### src/rtl/pong_pkg.sv
// Shared constants for the pong game core: coordinate widths, top-state and
// tick-phase encodings, and ball direction encodings.
package pong_pkg;

  localparam int X_W = 11;
  localparam int Y_W = 10;

  localparam logic [2:0] ST_IDLE  = 3'd0;
  localparam logic [2:0] ST_SERVE = 3'd1;
  localparam logic [2:0] ST_PLAY  = 3'd2;
  localparam logic [2:0] ST_POINT = 3'd3;
  localparam logic [2:0] ST_OVER  = 3'd4;

  localparam logic [1:0] PH_P0 = 2'd0;
  localparam logic [1:0] PH_P1 = 2'd1;
  localparam logic [1:0] PH_P2 = 2'd2;

  localparam logic DIR_LEFT  = 1'b0;
  localparam logic DIR_RIGHT = 1'b1;
  localparam logic DIR_UP    = 1'b0;
  localparam logic DIR_DOWN  = 1'b1;

endpackage

### src/rtl/pot_to_paddle.sv
// Combinational pot-to-paddle mapping: x2 scale, deadzone removal, clamp so the
// paddle stays fully on screen. Registered by the parent.
module pot_to_paddle
  import pong_pkg::*;
#(
  parameter int unsigned SCREEN_H = 480,
  parameter int unsigned PAD_H    = 50,
  parameter int unsigned DEADZONE = 41
)(
  input  logic [7:0]     pot,
  output logic [Y_W-1:0] pad_y
);

  localparam logic [Y_W-1:0] PAD_MAX = Y_W'(SCREEN_H - PAD_H);

  logic [Y_W-1:0] scaled;
  logic [Y_W-1:0] above;

  assign scaled = Y_W'({pot, 1'b0});
  assign above  = scaled - Y_W'(DEADZONE);
  assign pad_y  = (scaled < Y_W'(DEADZONE)) ? '0 :
                  (above > PAD_MAX)         ? PAD_MAX : above;

endmodule

### src/rtl/pong_game_engine.sv
// Two-player pong core: paddle tracking, per-tick ball physics, scoring and the
// serve/play/point/over sequence. Optional macro PONG_SPEEDUP_EN makes each
// paddle hit speed the ball up (saturating at 7).
module pong_game_engine
  import pong_pkg::*;
#(
  parameter int unsigned SCREEN_W    = 640,
  parameter int unsigned SCREEN_H    = 480,
  parameter int unsigned BALL_SIZE   = 10,
  parameter int unsigned PAD_W       = 10,
  parameter int unsigned PAD_H       = 50,
  parameter int unsigned LEFT_PAD_X  = 40,
  parameter int unsigned RIGHT_PAD_X = 600,
  parameter int unsigned DEADZONE    = 41,
  parameter int unsigned SERVE_TICKS = 60,
  parameter int unsigned WIN_SCORE   = 9,
  parameter int unsigned BASE_SPEED  = 2
)(
  input  logic           board_clk,
  input  logic           reset,
  input  logic           tick,
  input  logic           start,
  input  logic [7:0]     pot_left,
  input  logic [7:0]     pot_right,
  output logic [X_W-1:0] ball_x,
  output logic [Y_W-1:0] ball_y,
  output logic [Y_W-1:0] pad_left_y,
  output logic [Y_W-1:0] pad_right_y,
  output logic [3:0]     score_left,
  output logic [3:0]     score_right,
  output logic [2:0]     game_state,
  output logic           busy
);

  localparam int unsigned    CNT_W    = $clog2(SERVE_TICKS + 1);
  localparam logic [X_W-1:0] CENTRE_X = X_W'((SCREEN_W - BALL_SIZE) / 2);
  localparam logic [Y_W-1:0] CENTRE_Y = Y_W'((SCREEN_H - BALL_SIZE) / 2);
  localparam logic [3:0]     WIN      = 4'(WIN_SCORE);

  logic [2:0]       state;
  logic [1:0]       phase;
  logic             dir_x, dir_y;
  logic             scorer_left;
  logic [CNT_W-1:0] serve_cnt;
  logic [3:0]       speed;

  logic [Y_W-1:0] pad_left_nxt, pad_right_nxt;
  logic [Y_W-1:0] ball_cy;
  logic [X_W-1:0] speed_x;
  logic [Y_W-1:0] speed_y;
  logic           hit_left_p1, hit_right_p1, hit_p1;
  logic           goal_left_p1, goal_right_p1, wall_p1;
  logic           point_wins;

  assign game_state = state;

  pot_to_paddle #(.SCREEN_H(SCREEN_H), .PAD_H(PAD_H), .DEADZONE(DEADZONE))
    u_pad_left  (.pot(pot_left),  .pad_y(pad_left_nxt));
  pot_to_paddle #(.SCREEN_H(SCREEN_H), .PAD_H(PAD_H), .DEADZONE(DEADZONE))
    u_pad_right (.pot(pot_right), .pad_y(pad_right_nxt));

  function automatic logic y_covered(input logic [Y_W-1:0] cy, input logic [Y_W-1:0] pad);
    return (cy >= pad) && (cy < pad + Y_W'(PAD_H));
  endfunction

`ifdef PONG_SPEEDUP_EN
  function automatic logic [3:0] sat_inc(input logic [3:0] s);
    return (s >= 4'd7) ? 4'd7 : s + 4'd1;
  endfunction

  always_ff @(posedge board_clk or posedge reset) begin
    if (reset)
      speed <= 4'(BASE_SPEED);
    else if (state == ST_SERVE)
      speed <= 4'(BASE_SPEED);
    else if (busy && phase == PH_P1 && state == ST_PLAY && hit_p1)
      speed <= sat_inc(speed);
  end
`else
  assign speed = 4'(BASE_SPEED);
`endif

  assign speed_x = X_W'(speed);
  assign speed_y = Y_W'(speed);
  assign ball_cy = ball_y + Y_W'(BALL_SIZE / 2);

  // P1 event detection on the current positions
  assign hit_left_p1  = (dir_x == DIR_LEFT) &&
                        (ball_x <= X_W'(LEFT_PAD_X + PAD_W)) &&
                        (ball_x + X_W'(BALL_SIZE) > X_W'(LEFT_PAD_X)) &&
                        y_covered(ball_cy, pad_left_y);
  assign hit_right_p1 = (dir_x == DIR_RIGHT) &&
                        (ball_x + X_W'(BALL_SIZE) >= X_W'(RIGHT_PAD_X)) &&
                        (ball_x < X_W'(RIGHT_PAD_X + PAD_W)) &&
                        y_covered(ball_cy, pad_right_y);
  assign hit_p1        = hit_left_p1 | hit_right_p1;
  assign goal_left_p1  = !hit_p1 && (dir_x == DIR_RIGHT) &&
                         (ball_x >= X_W'(SCREEN_W - BALL_SIZE) - speed_x);
  assign goal_right_p1 = !hit_p1 && (dir_x == DIR_LEFT) && (ball_x < speed_x);
  assign wall_p1       = ((dir_y == DIR_UP) && (ball_y < speed_y)) ||
                         ((dir_y == DIR_DOWN) && (ball_y >= Y_W'(SCREEN_H - BALL_SIZE) - speed_y));

  assign point_wins = scorer_left ? (score_left + 4'd1 == WIN) : (score_right + 4'd1 == WIN);

  always_ff @(posedge board_clk or posedge reset) begin
    if (reset) begin
      state       <= ST_IDLE;
      phase       <= PH_P0;
      busy        <= 1'b0;
      dir_x       <= DIR_RIGHT;
      dir_y       <= DIR_UP;
      scorer_left <= 1'b0;
      serve_cnt   <= '0;
      ball_x      <= CENTRE_X;
      ball_y      <= CENTRE_Y;
      pad_left_y  <= '0;
      pad_right_y <= '0;
      score_left  <= '0;
      score_right <= '0;
    end else begin
      if (busy) begin
        case (phase)
          // P0: paddle registers
          PH_P0: begin
            pad_left_y  <= pad_left_nxt;
            pad_right_y <= pad_right_nxt;
            phase       <= PH_P1;
          end
          // P1: direction updates and goal detection
          PH_P1: begin
            if (state == ST_PLAY) begin
              if (hit_p1)  dir_x <= ~dir_x;
              if (wall_p1) dir_y <= ~dir_y;
              if (goal_left_p1 || goal_right_p1) begin
                state       <= ST_POINT;
                scorer_left <= goal_left_p1;
              end
            end
            phase <= PH_P2;
          end
          // P2: ball step, or serve countdown
          default: begin
            busy  <= 1'b0;
            phase <= PH_P0;
            if (state == ST_PLAY) begin
              ball_x <= (dir_x == DIR_RIGHT) ? ball_x + speed_x : ball_x - speed_x;
              ball_y <= (dir_y == DIR_DOWN)  ? ball_y + speed_y : ball_y - speed_y;
            end else if (state == ST_SERVE) begin
              if (serve_cnt == CNT_W'(SERVE_TICKS - 1)) begin
                serve_cnt <= '0;
                state     <= ST_PLAY;
              end else begin
                serve_cnt <= serve_cnt + 1'b1;
              end
            end
          end
        endcase
      end else if (tick && (state == ST_SERVE || state == ST_PLAY)) begin
        busy <= 1'b1;
      end

      case (state)
        ST_IDLE, ST_OVER: begin
          if (start) begin
            score_left  <= '0;
            score_right <= '0;
            ball_x      <= CENTRE_X;
            ball_y      <= CENTRE_Y;
            serve_cnt   <= '0;
            state       <= ST_SERVE;
          end
        end
        ST_POINT: begin
          // Serve goes toward the player who just conceded
          if (scorer_left) begin
            score_left <= score_left + 4'd1;
            dir_x      <= DIR_RIGHT;
          end else begin
            score_right <= score_right + 4'd1;
            dir_x       <= DIR_LEFT;
          end
          dir_y <= DIR_UP;
          if (point_wins) begin
            state <= ST_OVER;
          end else begin
            ball_x    <= CENTRE_X;
            ball_y    <= CENTRE_Y;
            serve_cnt <= '0;
            state     <= ST_SERVE;
          end
        end
        default: ;
      endcase
    end
  end

endmodule

### config.mk
export PLATFORM = sky130hd
export DESIGN_NAME = pong_game_engine
export DESIGN_NICKNAME = d
export VERILOG_FILES = /design/src/rtl/pong_pkg.sv /design/src/rtl/pot_to_paddle.sv /design/src/rtl/pong_game_engine.sv
export SDC_FILE = /design/constraint.sdc
export NUM_CORES = 1
export LEC_CHECK = 0
export CAP_MARGIN = 30
export CORE_ASPECT_RATIO = 1.75
export CORE_MARGIN = 1.5
export CORE_UTILIZATION = 60
export DETAILED_ROUTE_END_ITERATION = 8
export GPL_ROUTABILITY_DRIVEN = 0
export PLACE_DENSITY = 0.89
export SKIP_LAST_GASP = 1
export SYNTH_ARGS = -nofsm -noshare
export SYNTH_HDL_FRONTEND = slang
export SYNTH_SLANG_ARGS = --single-unit
### constraint.sdc
create_clock -name board_clk -period 6 [get_ports board_clk]
set_clock_uncertainty 0.05 [all_clocks]
set_input_delay 1.2 -clock board_clk [delete_from_list [all_inputs] [get_ports board_clk]]
set_output_delay 1.2 -clock board_clk [all_outputs]
set_load 0.1 [all_outputs]
Yosys cells after proc, flatten, opt, wreduce, memory -nomap -nowiden
Cells that the tools add are included.
- register bits after elaboration: 64
- input bits: 20
- output and inout bits: 53
- logic and storage cells: 148
- $add $sub $neg: 13
- magnitude comparators: 16
- equal/unequal tests: 11
- muxes and demuxes: 57
- bitwise gates (word level): 3
- reductions and logical operators: 35
- operators with widths (operator ; count):
    10-bit 2-to-1 mux ; 10
    11-bit 2-to-1 mux ; 6
    6-bit 2-to-1 mux ; 7
    3-bit 2-to-1 mux ; 8
    11-bit by 10-bit greater-or-equal comparator with 1-bit output, second input constant ; 2
    11-bit case mux with 2 select lines ; 1
    10-bit by 6-bit adder with 10-bit output, second input constant ; 2
    10-bit greater-or-equal comparator ; 2
    10-bit by 9-bit > comparator with 1-bit output, second input constant ; 2
    10-bit < comparator ; 2
    10-bit case mux with 2 select lines ; 1
    9-bit by 6-bit subtractor with 10-bit output, second input constant ; 2
    9-bit by 6-bit < comparator with 1-bit output, second input constant ; 2
    4-bit case mux with 2 select lines ; 2
    1-bit logical AND ; 15
    1-bit 2-to-1 mux ; 15
    4-bit 2-to-1 mux ; 3
    3-bit case mux with 2 select lines ; 2
    6-bit case mux with 2 select lines ; 1
    4-bit AND reduction ; 3
    2-bit nonzero test ; 6
    11-bit by 2-bit adder with 11-bit output, second input constant ; 1
    11-bit by 4-bit adder with 11-bit output, second input constant ; 1
    11-bit by 6-bit > comparator with 1-bit output, second input constant ; 1
    28 further kinds ; 38

Longest topological paths before layout
- word-level depth: 16
- depth in mapped cells: 16
- gate-level depth less buffers: 15

Hierarchy
From an unflattened synthesis, not the netlist that was laid out.
- cells, all modules: 683
- area, all modules: 5610.4 sq um
- by module, submodules not included (module ; times used ; cells an instance ; area each (sq um) ; seq. area each (sq um)):
    pong_game_engine ; 1 ; 567 ; 4798.4 ; 1591.5
    pot_to_paddle at u_pad_right ; 1 ; 65 ; 455.4 ; 0.0
    pot_to_paddle at u_pad_left ; 1 ; 51 ; 356.6 ; 0.0

Least setup slack after synthesis
No wires, ideal clock.
- path type: reg-to-reg
- start: register ball_y[2]
- end: register dir_x
- setup time: 0.062 ns
- arrival: 3.467 ns
- required time: 5.888 ns
- setup slack: 2.421 ns
- stages on the path, launching flop included: 16
- buffers on the path: 1
- clock period less this slack: 3.579 ns
- cells stage by stage: dfrtp_1 buf_6 inv_1 ha_1 a21oi_4 nor2_1 xnor2_1 ha_1 o21a_1 o21ai_0 o31ai_1 o211ai_2 maj3_2 o22ai_1 nor4bb_1 o311a_1
- longest elaborated chain between the ends: 7
- elaborated cells between the ends (all ways): 12
- classes of those cells: 1 x add/sub; 4 x order compare; 1 x bitwise; 6 x reduce/logical
- RTL lines (element ; RTL line ; text):
    from (decl) ; pong_game_engine.sv:26 ; output logic [Y_W-1:0] ball_y,
    from (signal assigned) ; pong_game_engine.sv:147 ; ball_y <= (dir_y == DIR_DOWN) ? ball_y + speed_y : ball_y - speed_y;
    10-bit by 3-bit adder with 10-bit output * ; pong_game_engine.sv:85 ; assign ball_cy = ball_y + Y_W'(BALL_SIZE / 2);
    10-bit greater-or-equal comparator / 10-bit < comparator (equally long branches) ; pong_game_engine.sv:63 ; return (cy >= pad) && (cy < pad + Y_W'(PAD_H));
    1-bit logical AND ; pong_game_engine.sv:63 ;
    1-bit logical AND (on tied branches) ; pong_game_engine.sv:90, pong_game_engine.sv:94 ;
    1-bit bitwise OR * ; pong_game_engine.sv:96 ; assign hit_p1 = hit_left_p1 | hit_right_p1;
    2-bit nonzero test (no line) * ; - ;
    4-bit AND reduction (no line) * ; - ;
    to (signal assigned) ; pong_game_engine.sv:132 ; if (hit_p1) dir_x <= ~dir_x;
    to (decl) ; pong_game_engine.sv:42 ; logic dir_x, dir_y;
Every way passes the cells marked *; elsewhere a longest branch is shown, timed or not.
A chain may end at the register's enable or synchronous reset.

Worst setup path in the final report
Same ends and word-level chain as after synthesis.

==> run_results.csv <==
group,metric,value,unit
status,status,"completed",
worst_hold_path,hold_class,"reg2reg",
logic_synthesis,synth-seq-cells,63,
floorplan,coreArea,8368,sq um
worst_setup_path,rrSetupSlack,2.38,ns
grt,antenna_found_initial,0,
sta,worst_pin_slew,1.040,ns
worst_setup_path,crit_type,"reg2reg",
worst_setup_path,worstPathMaxFanout,12,
clock_network,cts_resized,0,
final_layout,drive_above_1_share,7.007,%
power,p_leak,2.684,nW
grt,grt_max_degree,64,
worst_hold_path,worstHoldStart,"pad_left_y[0]$_DFFE_PP0P_",
final_layout,area_delta_synth_final,19.55,%
logic_synthesis,syn_area_per_cell,8.380,sq um
routing,drt_first_pass_iters,5,
clock_network,cts_buffers,9,
routing,antenna_left,0,
sta,period_share,60.36,%
logic_synthesis,syn_nets,691,
worst_setup_path,critPathArrivalTime,3.83,ns
clock_network,cts_tree,"built",
sta,rsz0062_at_grt,"false",
grt,grt_pass1_vias,4916,
sta,tns,0,ns
power,ir_worst_vdd,0.4447,mV
clock_network,cts_sinks,63,
sta,max_freq,276.1,MHz
routing,drt_iter0_drc,290,
routing,vias_per_cell,6.234,
clock_network,clk_pin_slew_worst_paths,0.06,ns
final_layout,layout_common_cells,"72 x clkdlybuf4s50_1, 62 x nand2_1, 52 x nor2_1",
logic_synthesis,synth-edff-count,0,
worst_setup_path,r2r_cells,13,
worst_setup_path,cp-start-kind,"flip-flop",
floorplan,ioPinCount,73,
clock_network,clk_latency,0.34,ns
routing,routedWlPerCell,16.55,um
worst_setup_path,worstPathRequired,6.21,ns
floorplan,die_height,126.2,um
grt,grt_pass1_wl,21850,um
floorplan,die_x,73.40,um
logic_synthesis,synth_flop_cell,"dfrtp_1",
routing,vias,4987,
worst_setup_path,crit_path_start,"ball_y[2]$_DFF_PP0_",
sta,fin_hold_ws,0.5032,ns
floorplan,dieArea,9263,sq um
worst_setup_path,reg2reg_to,"dir_x$_DFFE_PP1P_",
flow_run,max-cap-violations,0,
logic_synthesis,synth_area,5204,sq um
placement,hpwl,9885,um
placement,buffer_ports.inserted,72,
final_layout,nNetsFinal,750,
floorplan,num_rows,44,
sta,hold_viol,0,
final_layout,final_common_cell,"clkdlybuf4s50_1",
sta,setup_viol,0,
routing,drc_errors,0,
worst_hold_path,min_path_cells,1,
grt,grt_overflow,0,
logic_synthesis,ys_async_sr_fraction,100.0,%
worst_hold_path,whs_endpoint,"pad_left_y[0]$_DFFE_PP0P_",
sta,layout_min_cycle_time,3.621,ns
routing,drt_wl_total,13240,um
clock_network,max-clock-path-buffers,2,
logic_synthesis,syn_inst,621,
clock_network,cts-root-buf,"clkbuf_16",
power,p_per_area,402.8,nW/um^2
logic_synthesis,ys_warn_count,0,
sta,slew_headroom,30.18,%
grt,grtUsageTotal,29.97,%
logic_synthesis,ys_types,73,
worst_setup_path,r2r_start,"ball_y[2]$_DFF_PP0_",
clock_network,cts_hold_buf,0,
final_layout,n_antenna_cell,0,
worst_setup_path,endpoint_kind,"flip-flop",
clock_network,cts_setup_buffers,0,
final_layout,final_util,74.34,%
logic_synthesis,yosysSeqAreaShare,30.58,%
floorplan,initial_core_util,62.19,%
clock_network,htree_levels,3,
sta,final_max_slew_viol_count,0,
[stage by stage]
stage / cells / worst slack (ns) / total power (W) / area, sq um
3_5_place_dp: 784 / 2.446 / 0.001966 / 5918
6_report: 800 / 2.379 / 0.002506 / 6221
3_3_place_gp: 784 / 2.549 / 0.001907 / 5918
5_1_grt: 800 / 2.119 / 0.002636 / 6221
4_1_cts: 800 / 2.413 / 0.002505 / 6221
2_1_floorplan: 621 / 2.421 / 0.001636 / 5204
[critical path: stages (launching register included)]
cell and delay (ns):
dfrtp_1 0.52, inv_1 0.15, ha_1 0.20, a21oi_4 0.08
nor2_1 0.31, nand3_1 0.14, xnor2_1 0.39, ha_1 0.32
and3_1 0.19, a221oi_1 0.31, o21ai_0 0.16, o31ai_1 0.43
nand4b_1 0.15, o311a_1 0.16
[synth_stat cells, types with 3 or more instances]
cell,count,area [sq um]
or4_1,3,22.52
a21o_1,4,30.03
or3_1,9,56.30
xnor2_1,35,306.5
and3_1,7,43.79
o31ai_1,6,45.04
nor2_1,52,195.2
xor2_1,20,175.2
buf_6,5,56.30
a211oi_1,4,30.03
dfrtp_1,51,1276
nand3b_1,3,22.52
o21ai_1,15,75.07
a22o_1,13,113.9
nand2_1,62,232.7
o21ai_0,35,175.2
dfstp_2,12,315.3
a21oi_1,32,160.2
o21a_1,6,45.04
o22ai_1,6,37.54
inv_1,38,142.6
nand3_1,29,145.1
inv_2,3,11.26
nand2b_1,11,68.82
a31oi_1,8,50.05
nor3_1,14,70.07
ha_1,50,625.6
nor4_1,6,37.54
clkbuf_1,15,56.30
and2_1,3,18.77
nand4_1,9,56.30
nor2b_1,3,18.77
[state kept, by name, indices dropped and copies added, names as in the netlist]
| signal | flops |
|---|---|
| ball_x | 11 |
| ball_y | 9 |
| busy | 1 |
| dir_x | 1 |
| dir_y | 1 |
| game_state | 3 |
| pad_left_y | 10 |
| pad_right_y | 10 |
| phase | 2 |
| score_left | 4 |
| score_right | 4 |
| scorer_left | 1 |
| serve_cnt | 6 |
[kinds of logic after synthesis]
kind of cell / Yosys count / share of synthesized area, %
muxes: 3 / 0.6011
DFF: 63 / 30.58
buffers and inverters: 67 / 6.131
and+or+nand+nor: 232 / 22.70
adders and majority gates: 51 / 12.24
xor gates and xnor gates: 55 / 9.257
AOI/OAI and AO/OA: 150 / 18.49
[layout make-up]
cell class              instances  area [sq um]
well taps                     115         143.9
multi-input cells             491          3293
clock buffers                  13         260.3
flip-flops and latches         63          1592
repair buffers                 74         735.7
fillers                       642          2147
inverters                      41         153.9
clock inverters                 3         42.54
[power by group]
group          switching [W]  internal (W)
logic               0.000885      0.000454
registers           0.000121      0.000513
clock network       0.000189      0.000344
total                0.00120       0.00131
[worst max-delay path by stage]
stage	end	slack, ns	depth (start not counted)
6_report	dir_x$_DFFE_PP1P_	2.38	13
5_1_grt	dir_x$_DFFE_PP1P_	2.12	13
4_1_cts	dir_x$_DFFE_PP1P_	2.41	13
3_5_place_dp	pad_left_y[4]$_DFFE_PP0P_	2.45	11
3_3_place_gp	pad_right_y[5]$_DFFE_PP0P_	2.55	11
2_1_floorplan	dir_x$_DFFE_PP1P_	2.42	15
[per-layer routing]
metal | wire (um) | GRT usage [%] | vias up | part of all wire [%]
li1 | - | - | 2336 | -
met1 | 4754 | 30.76 | 2406 | 36
met2 | 7221 | 54.39 | 193 | 55
met3 | 614 | 5.440 | 52 | 4.6
met4 | 646 | 17.54 | 0 | 4.9
met5 | 0 | 0 | - | 0
No activity file was read; power rests on OpenSTA's default activity.
